## src/rtl/regfile_wb_sched.sv

```systemverilog
// rtl/regfile_wb_sched.sv - ALU/LSU writeback arbiter, register-file write stage and busy scoreboard
// Optional: define RR_ARB_EN for round-robin arbitration; default is fixed LSU priority.
module regfile_wb_sched #(
    parameter int CNT_W = 16
) (
    input  logic             clk,
    input  logic             rst_n,
    input  logic             alu_valid,
    input  logic [4:0]       alu_rd,
    input  logic [31:0]      alu_wd,
    output logic             alu_ready,
    input  logic             lsu_valid,
    input  logic [4:0]       lsu_rd,
    input  logic [31:0]      lsu_wd,
    output logic             lsu_ready,
    output logic             rf_we,
    output logic [4:0]       rf_wa,
    output logic [31:0]      rf_wd,
    input  logic             iss_valid,
    input  logic [4:0]       iss_rd,
    input  logic [4:0]       chk_a1,
    input  logic [4:0]       chk_a2,
    output logic             hazard,
    output logic [31:0]      busy,
    output logic [CNT_W-1:0] stall_cnt
);

    logic        alu_wins;
    logic        accept;
    logic [4:0]  acc_rd;
    logic [31:0] acc_wd;
    logic        stall_now;
    logic [31:0] set_vec;
    logic [31:0] clr_vec;
    logic [31:0] busy_next;

`ifdef RR_ARB_EN
    // High when the LSU took the most recent grant; ALU goes first after reset.
    logic last_lsu;

    always_ff @(posedge clk) begin
        if (!rst_n) begin
            last_lsu <= 1'b1;
        end else if (alu_ready) begin
            last_lsu <= 1'b0;
        end else if (lsu_ready) begin
            last_lsu <= 1'b1;
        end
    end

    assign alu_wins = last_lsu;
`else
    assign alu_wins = 1'b0;
`endif

    always_comb begin
        alu_ready = alu_valid & (~lsu_valid | alu_wins);
        lsu_ready = lsu_valid & ~alu_ready;
        accept    = alu_ready | lsu_ready;
        acc_rd    = alu_ready ? alu_rd : lsu_rd;
        acc_wd    = alu_ready ? alu_wd : lsu_wd;
        stall_now = (alu_valid & ~alu_ready) | (lsu_valid & ~lsu_ready);
    end

    // Single output register: drains every cycle, so it never back-pressures.
    always_ff @(posedge clk) begin
        if (!rst_n) begin
            rf_we <= 1'b0;
            rf_wa <= 5'd0;
            rf_wd <= 32'd0;
        end else if (accept) begin
            rf_we <= (acc_rd != 5'd0);
            rf_wa <= acc_rd;
            rf_wd <= acc_wd;
        end else begin
            rf_we <= 1'b0;
        end
    end

    // Set is applied after clear so a fresh issue survives a same-cycle writeback.
    always_comb begin
        set_vec   = (iss_valid && iss_rd != 5'd0) ? (32'd1 << iss_rd) : 32'd0;
        clr_vec   = rf_we ? (32'd1 << rf_wa) : 32'd0;
        busy_next = (busy & ~clr_vec) | set_vec;
        busy_next[0] = 1'b0;
    end

    always_ff @(posedge clk) begin
        if (!rst_n) begin
            busy <= 32'd0;
        end else begin
            busy <= busy_next;
        end
    end

    assign hazard = busy[chk_a1] | busy[chk_a2];

    always_ff @(posedge clk) begin
        if (!rst_n) begin
            stall_cnt <= '0;
        end else if (stall_now && stall_cnt != {CNT_W{1'b1}}) begin
            stall_cnt <= stall_cnt + CNT_W'(1);
        end
    end

endmodule

```

## config.mk

```make
export PLATFORM = sky130hd
export DESIGN_NAME = regfile_wb_sched
export DESIGN_NICKNAME = d
export VERILOG_FILES = /design/src/rtl/regfile_wb_sched.sv
export SDC_FILE = /design/constraint.sdc
export NUM_CORES = 1
export LEC_CHECK = 0
export BUFFER_PORTS_ARGS = -buffer_cell sky130_fd_sc_hd__clkbuf_2
export CORE_MARGIN = 8
export CORE_UTILIZATION = 45
export DETAILED_ROUTE_END_ITERATION = 12
export GPL_TIMING_DRIVEN = 0
export PLACE_DENSITY_LB_ADDON = 0.2
export SYNTH_ARGS = -nofsm -noshare
export SYNTH_HDL_FRONTEND = slang
export SYNTH_SLANG_ARGS = --single-unit
```

## constraint.sdc

```tcl
create_clock -name clk -period 2.05 [get_ports clk]
set_input_delay 0.205 -clock clk [delete_from_list [all_inputs] [get_ports clk]]
set_output_delay 0.205 -clock clk [all_outputs]
set_load 0.02 [all_outputs]
```

### Word level (Yosys, flattened, before mapping)

Cells that the tools add are included.

| word-level totals | value |
|---|---|
| bits in registers | 86 |
| output and inout bits | 89 |
| word-level logic and storage cells | 38 |
| input bits | 94 |

| cells by class | value |
|---|---|
| $add $sub $neg | 1 |
| eq/ne operators | 1 |
| order comparisons | 2 |
| reductions and logical operators | 5 |
| shift-type cells | 2 |
| mux-type cells | 8 |
| bitwise logic cells | 13 |

Operators by type and width:

| cell | count |
|---|---|
| 32-bit two-way mux | 3 |
| 1-bit by 5-bit left shift with 32-bit output, first input constant | 2 |
| 32-bit bitwise AND | 1 |
| 32-bit inverter | 1 |
| 32-bit bitwise OR | 1 |
| 16-bit by 1-bit adder with 16-bit output, second input constant | 1 |
| 16-bit != test, second input constant | 1 |
| 5-bit by 6-bit < comparator with 1-bit output, second input constant | 2 |
| 1-bit binary-select mux with 5-bit select | 2 |
| 5-bit nonzero test | 2 |
| 5-bit two-way mux | 1 |
| 1-bit bitwise AND | 4 |
| 1-bit inverter | 3 |
| 1-bit bitwise OR | 3 |
| 1-bit logical AND | 2 |
| 1-bit two-way mux | 2 |
| 2-bit AND reduction | 1 |

### Logic depth before layout (Yosys ltp)

Gate-level depths: netlist of the first run.

| logic depth | value |
|---|---|
| depth after elaboration | 8 |
| gate-level depth with buffers | 8 |

### Worst setup path before layout of the first run

No wires, ideal clock.

| timing path | value |
|---|---|
| kind | reg-to-reg |
| from | register stall_cnt[0] |
| to | register stall_cnt[1] |
| path buffers | 2 |
| required time | 1.922 ns |
| library setup time | 0.128 ns |
| data arrival time | 1.786 ns |
| cell stages (with the launch flop) | 9 |
| slack | 0.137 ns |
| period minus slack after synthesis | 1.913 ns |
| cells stage by stage | dfxtp_1 ha_1 nand3_2 nor3_2 a21o_1 buf_4 buf_6 mux2i_1 nor2_1 |

| between the ends | value |
|---|---|
| word-level cells in the longest chain between the ends | 2 |
| elaborated cells between the ends (all ways) | 3 |
| classes of those cells | 1 x add/sub; 1 x eq/ne; 1 x reduce/logical |

RTL lines:

| element | line | text |
|---|---|---|
| from (decl) | 25 | `output logic [CNT_W-1:0] stall_cnt` |
| from (signal assigned) | 102 | `stall_cnt <= stall_cnt + CNT_W'(1);` |
| parallel branches: the longest is 2 deep, another holds 16-bit by 1-bit adder with 16-bit output | -- |  |

Parallel ways; which one is timed is not known.
A chain may end at the register's enable or synchronous reset.

### Worst setup path after layout of the first run

| timing path | value |
|---|---|
| from | register busy[27] |
| to | output port hazard |

| between the ends | value |
|---|---|
| word-level cells in the longest chain between the ends | 3 |
| elaborated cells between the ends (all ways) | 5 |
| classes of those cells | 4 x mux; 1 x bitwise |

RTL lines:

| element | line | text |
|---|---|---|
| from (decl) | 24 | `output logic [31:0] busy,` |
| from (signal assigned) | 92 | `busy <= busy_next;` |
| 1-bit binary-select mux with 5-bit select | 96 | `assign hazard = busy[chk_a1] \| busy[chk_a2];` |
| 1-bit two-way mux (not written as such) | 96 |  |
| 1-bit bitwise OR (*) | 96 |  |
| to (decl) | 23 | `output logic hazard,` |

Mark *: on every way between the ends. The rest lies on a longest branch, timed or not. The select of a mux whose other input is x is not followed.

==> qor.csv, run 1 <==
stage,metric,value,unit
timing,min_period,2.21,ns
timing,final_hold_viol_count,0,
synthesis,synth_edf_count,0,
setup_path,critPathLaunch,busy[27],
synthesis,synth_top_area_share,0.385,
cells_and_area,nNetsFinal,805,
floorplan,num_io_pins,183,
power_and_ir_drop,power_density,642,mW/mm²
synthesis,yosys.area_share.simple,0.217,
timing,skew,0.00857,ns
floorplan,chipHeight,115,µm
timing,relSlewSlack,0.606,
hold_path,hold_depth,3,
synthesis,synth-seq-cells,85,
drt,drt_iter0_markers,273,
clock_network,cts-buffers-inserted,9,
synthesis,synth-xor-area-share,0.00594,
global_route,antenna_found_initial,0,
drt,via_per_inst,5.45,
setup_path,worstPathMaxFanout,4,
synthesis,syn-cell-area,0.00442,mm²
floorplan,die-area,0.0133,mm²
synthesis,postSynthAreaPerCell,8.44,µm²
drt,dr.pass1.iters,4,
synthesis,synthTopCellsByCount,"dfxtp_1 (85), nor2_1 (84), a21oi_1 (78)",
synthesis,synth_top_cell_by_area,dfxtp_1,
clock_network,cts_sinks,85,
clock_network,ctsRootBufferMaster,clkbuf_8,
clock_network,clk_latency,0.36,ns
hold_path,worstHoldStart,lsu_wd[0],
cells_and_area,final_util,0.593,
power_and_ir_drop,p_leak,2.53,nW
status,status,"finished, violations left",
floorplan,coreArea,0.00964,mm²
floorplan,die_w,115,µm
clock_network,clk_path_buf_depth,2,
floorplan,num_rows,36,
synthesis,syn_inst,524,
drt,wl_per_cell,16.7,µm
timing,period_share,1.08,
synthesis,ys.flop_type,dfxtp_1,
cells_and_area,area_growth,29.4,%
setup_path,endpoint_kind,primary output,
drt,routed_wl,14.1,mm
synthesis,synth_area_leaders,"dfxtp_1 (38%), mux2i_1 (9.5%), a21oi_1 (8.8%), nor2_1 (7.1%), o21ai_0 (4.1%)",
global_route,grt_max_degree,14,
timing,drv_slew,0,
setup_path,start_kind,flop,
cells_and_area,num_antenna_cells,0,
synthesis,synth_compound_area_frac,0.165,
synthesis,synthAdderAreaFrac,0.00283,
global_route,track_usage,0.209,
place,dp_hpwl,11.2,mm
place,io_buffers,172,
clock_network,htree_levels,3,
status,violations,negative setup slack,
drt,drc,0,
synthesis,synthArstFlopShare,0,
clock_network,clk_pin_slew,0.09,ns
timing,setup_ws,-0.162,ns
synthesis,synth_most_common_cell,dfxtp_1,
synthesis,synthesis.nets,619,
floorplan,start_util,0.459,
setup_path,path_class,reg2out,
timing,timing.fmax,452,MHz
synthesis,yosys_warnings,0,
place,place_congestion,0.901,
place,placed_area,0.00545,mm²
timing,rsz0062_at_grt,true,
synthesis,synth_top_family_by_area,simple AND/OR/NAND/NOR gates,
drt,drtAntennaViolNets,0,
synthesis,yosysUniqueCellTypes,54,
synthesis,ys_seq_area_frac,0.385,
setup_path,r2r_cells,8,
global_route,first_global_vias,4562,
run,maxCapViolCount,0,
power_and_ir_drop,ir_drop,0.398,mV
setup_path,crit_required,1.85,ns
clock_network,ctsHoldBuffers,0,
synthesis,synthMuxAreaShare,0.179,
timing,setup_viol,1,
cells_and_area,stdcell_area,0.00572,mm²
hold_path,hp-class,in2reg,
cells_and_area,drive_gt1_frac,0.326,
drt,num_vias,4620,
setup_path,rr_startpoint,stall_cnt[0],
timing,max_slew.worst_pin.slew,0.586,ns
setup_path,crit_arrival,2.01,ns
global_route,grt-ovfl-total,0,
global_route,grt_pass1_wl,22.1,mm
clock_network,cts_tree,built,
==> placed cells by master (no fill, tap or decap), types with 4 or more instances in the layout <==
cell type and count:
dfxtp_2 11, nand4_1 4, nor3_1 6, buf_4 6, a21oi_1 78, nand2b_1 11
o31ai_1 4, o21ai_0 36, dfxtp_1 74, clkbuf_1 25, mux2i_1 42, nor2_1 84
nand3_1 11, inv_1 6, buf_2 5, clkbuf_2 171, nor4_1 4, o211ai_1 4
and2_1 4, clkbuf_8 11, nand2_1 40, nor2b_1 8, or3_1 4, mux4_2 11
==> layer usage <==
metal	vias up	routed length, µm	GRT usage
met5	-	0	0
met4	0	310	0.0928
met3	21	1150	0.0567
met2	185	6770	0.347
met1	2173	5900	0.246
li1	2241	-	-
==> per-stage QoR <==
step | cells | power (mW) | TNS, ns | setup WS, ns | hold WS (ns)
global placement | 829 | 2.38 | 0 | 0.0803 | 0.435
floorplan | 524 | 2.15 | 0 | 0.137 | 0.348
global route | 847 | 3.82 | -0.201 | -0.200 | 0.0709
finish | 847 | 3.67 | -0.162 | -0.162 | 0.0672
CTS | 847 | 3.69 | -0.174 | -0.174 | 0.0592
detailed placement | 829 | 2.40 | 0 | 0.0425 | 0.443
==> logic make-up (layout without fill, tap and decap cells) <==
group           after synthesis  in the layout
simple gates                199            199
xor+xnor                      3              3
compound gates              134            134
fa+ha+maj                     1              1
buf+inv                      42            232
flops                        85             85
other cells                   1              1
mux                          59             59
==> final timing paths <==
kind / slack, ns / endpoint
max: -0.16 / hazard
max reg2reg: 0.14 / stall_cnt[1]
min: 0.07 / rf_wd[0]
min reg2reg: 0.50 / stall_cnt[11]
==> what timing repair did <==
action / in CTS / in global routing
pin swaps: 2 / 0
endpoints found under the setup margin: 1 / 9
resized for setup: 15 / 5
setup buffers: 3 / 0
==> cell type report <==
class                      count  area, µm²
buffer                        35        171
clock buffer                  11        141
clock inverter                 4       72.6
fill                         924       3920
inverter                       7       26.3
multi-input combinational    397       2530
sequential                    85       1720
tap                          133        166
timing repair buffer         175        892
==> power by group <==
part | leakage, nW | switching [mW] | internal [mW] | total, mW
clock | 0.105 | 0.596 | 0.712 | 1.31
sequential | 0.699 | 0.0457 | 1.71 | 1.76
combinational | 1.73 | 0.363 | 0.247 | 0.610
total | 2.53 | 1.00 | 2.67 | 3.67
==> worst max-delay path, stage by stage, from the launching register on <==
cell      delay [ns]
dfxtp_2         0.35
mux4_2          0.45
mux2_4          0.29
a311oi_2        0.26
nand4_1         0.13
clkbuf_8        0.17
==> sequential cells by signal, indices dropped and copies added (netlist names) <==
register and cells:
busy 31, stall_cnt 16, rf_we 1, rf_wd 32
rf_wa 5
(Power assumes the default switching activity.)
==> run 2, diff against run 1 <==
CAP_MARGIN = 20   (was not set)
GPL_TIMING_DRIVEN = 1   (was 0)
PLACE_DENSITY = 0.76   (was not set)
PLACE_DENSITY_LB_ADDON = not set   (was 0.2)
==> run 2 against run 1 <==
Compared with the run above:
- the run still ends with negative setup slack left
- hold slack gained 0.0039 ns
- via count hardly changed
- sequential power about the same
- die area did not move
- sequential share of layout area grew 0.10 points
- critical path depth grew 1
- largest power group unchanged
- power fell by 1.3%
- core utilization down 0.29 points
- worst setup slack improved by 0.031 ns
- final cell count shrank 1.2%
==> qor.csv, run 2 (synthesis gave the netlist of run 1 again) <==
stage,metric,value,unit
place,io_buffers,181,
place,place_inst,814,
timing,setup_ws,-0.131,ns
status,violations,negative setup slack,
cells_and_area,fin_cells,837,
setup_path,r2r_setup_slack,0.22,ns
clock_network,htree_levels,3,
drt,drtAntennaViolNets,0,
timing,relSlewSlack,0.665,
cells_and_area,area_growth,28.8,%
setup_path,crit_arrival,1.98,ns
setup_path,crit_required,1.85,ns
timing,timing.fmax,458,MHz
clock_network,ctsRootBufferMaster,clkbuf_8,
timing,whs,0.0711,ns
global_route,grt_max_degree,55,
cells_and_area,multiInputGateArea,0.00252,mm²
place,place_congestion,0.934,
setup_path,slowest_stage,mux4_2,
setup_path,path_class,reg2out,
clock_network,cts-buffers-inserted,9,
floorplan,num_io_pins,183,
place,dp_hpwl,11.4,mm
timing,period_share,1.06,
power_and_ir_drop,power.total,3.63,mW
place,pre_cts_ws,0.0417,ns
timing,max_slew.worst_pin.slew,0.502,ns
setup_path,start_kind,flop,
floorplan,num_rows,36,
hold_path,hp-class,in2reg,
floorplan,die_w,115,µm
status,status,"finished, violations left",
cells_and_area,nNetsFinal,794,
power_and_ir_drop,power_density,637,mW/mm²
power_and_ir_drop,ir_drop,0.488,mV
cells_and_area,stdcell_area,0.00569,mm²
setup_path,cp_cell_sequence,"mux4_2, mux2_2, a21oi_2, a41o_1, nand4_1, clkbuf_8",
timing,tns,-0.131,ns
cells_and_area,num_antenna_cells,0,
power_and_ir_drop,p_leak,2.55,nW
drt,drc,0,
cells_and_area,layout_commonest_cell,clkbuf_2,
clock_network,cts_tree,built,
floorplan,die-area,0.0133,mm²
cells_and_area,largest_reg_flops,32,
timing,skew,0.00637,ns
global_route,antenna_found_initial,0,
floorplan,chipHeight,115,µm
drt,wl_per_cell,17.3,µm
floorplan,start_util,0.459,
cells_and_area,drive_gt1_frac,0.349,
cells_and_area,final_util,0.590,
place,placed_area,0.00540,mm²
cells_and_area,top_register,rf_wd,
clock_network,cts_sinks,85,
global_route,track_usage,0.216,
timing,setup_viol,1,
drt,dr.pass1.iters,5,
timing,min_period,2.18,ns
cells_and_area,regArea,0.00171,mm²
global_route,grt_pass1_wl,23.0,mm
cells_and_area,layout.cells.most_common_list,"clkbuf_2 (180), nor2_1 (84), a21oi_1 (77)",
cells_and_area,n_fill_cell,921,
timing,rsz0062_at_grt,true,
global_route,grt-ovfl-total,0,
clock_network,clk_pin_slew,0.09,ns
setup_path,worstPathMaxFanout,4,
cells_and_area,largestRegisters,"rf_wd: 32 flops, busy: 31 flops, stall_cnt: 16 flops",
drt,num_vias,4617,
timing,drv_slew,0,
setup_path,max_stage_delay,0.47,ns
timing,final_hold_viol_count,0,
floorplan,coreArea,0.00964,mm²
drt,via_per_inst,5.52,
drt,drt_iter0_markers,265,
clock_network,clk_path_buf_depth,2,
setup_path,endpoint_kind,primary output,
global_route,first_global_vias,4543,
setup_path,cp_num_buf_inv,1,
clock_network,clk_latency,0.36,ns
run,maxCapViolCount,0,
drt,routed_wl,14.5,mm
setup_path,worst_path_dominant_cell_family,multiplexers,
-- run 2: cell count changes in the layout (fill, tap and decap cells not counted), sizes merged --
cell,before,now
buf,14,18
bufinv,2,1
clkbuf,207,194
-- run 2: tightest hold or removal path, delay by kind of cell --
| family | cells | cell delay, ns |
|---|---|---|
| and+or+nand+nor | 1 | 0.07 |
| AOI/OAI and AO/OA | 1 | 0.05 |
| buffers and inverters | 1 | 0.07 |
-- run 2: worst paths after layout --
kind	startpoint	to	cells after the start
min reg2reg	stall_cnt[11]	stall_cnt[11]	2
max reg2reg	stall_cnt[0]	stall_cnt[1]	7
max	busy[19]	hazard	6
min	lsu_wd[19]	rf_wd[19]	3
-- run 2: final cells by class --
class	count	area share
clock inverters	3	0.00747
flip-flops and latches	85	0.301
well taps	133	0.0292
clock buffers	13	0.0297
multi-input cells	397	0.444
inverters	7	0.00462
repair buffers	199	0.184
-- run 2: what timing repair did --
item | in CTS | in global routing
gates cloned | 0 | 0
setup buffers | 7 | 0
setup endpoints to repair | 1 | 1
resized for setup | 13 | 5
pin swaps | 2 | 1
hold buffers | 0 | 0
-- run 2: routing by layer --
layer | wire length [µm] | global-route usage | vias up
met3 | 1660 | 0.0825 | 20
met1 | 5970 | 0.261 | 2161
met4 | 233 | 0.0736 | 0
met2 | 6640 | 0.346 | 217
li1 | - | - | 2219
met5 | 0 | 0 | -
-- run 2: report_power, final --
group	internal [mW]	leakage (nW)	switching, mW
Clock	0.662	0.106	0.604
Sequential	1.71	0.699	0.0520
Combinational	0.244	1.74	0.354
Total	2.62	2.55	1.01
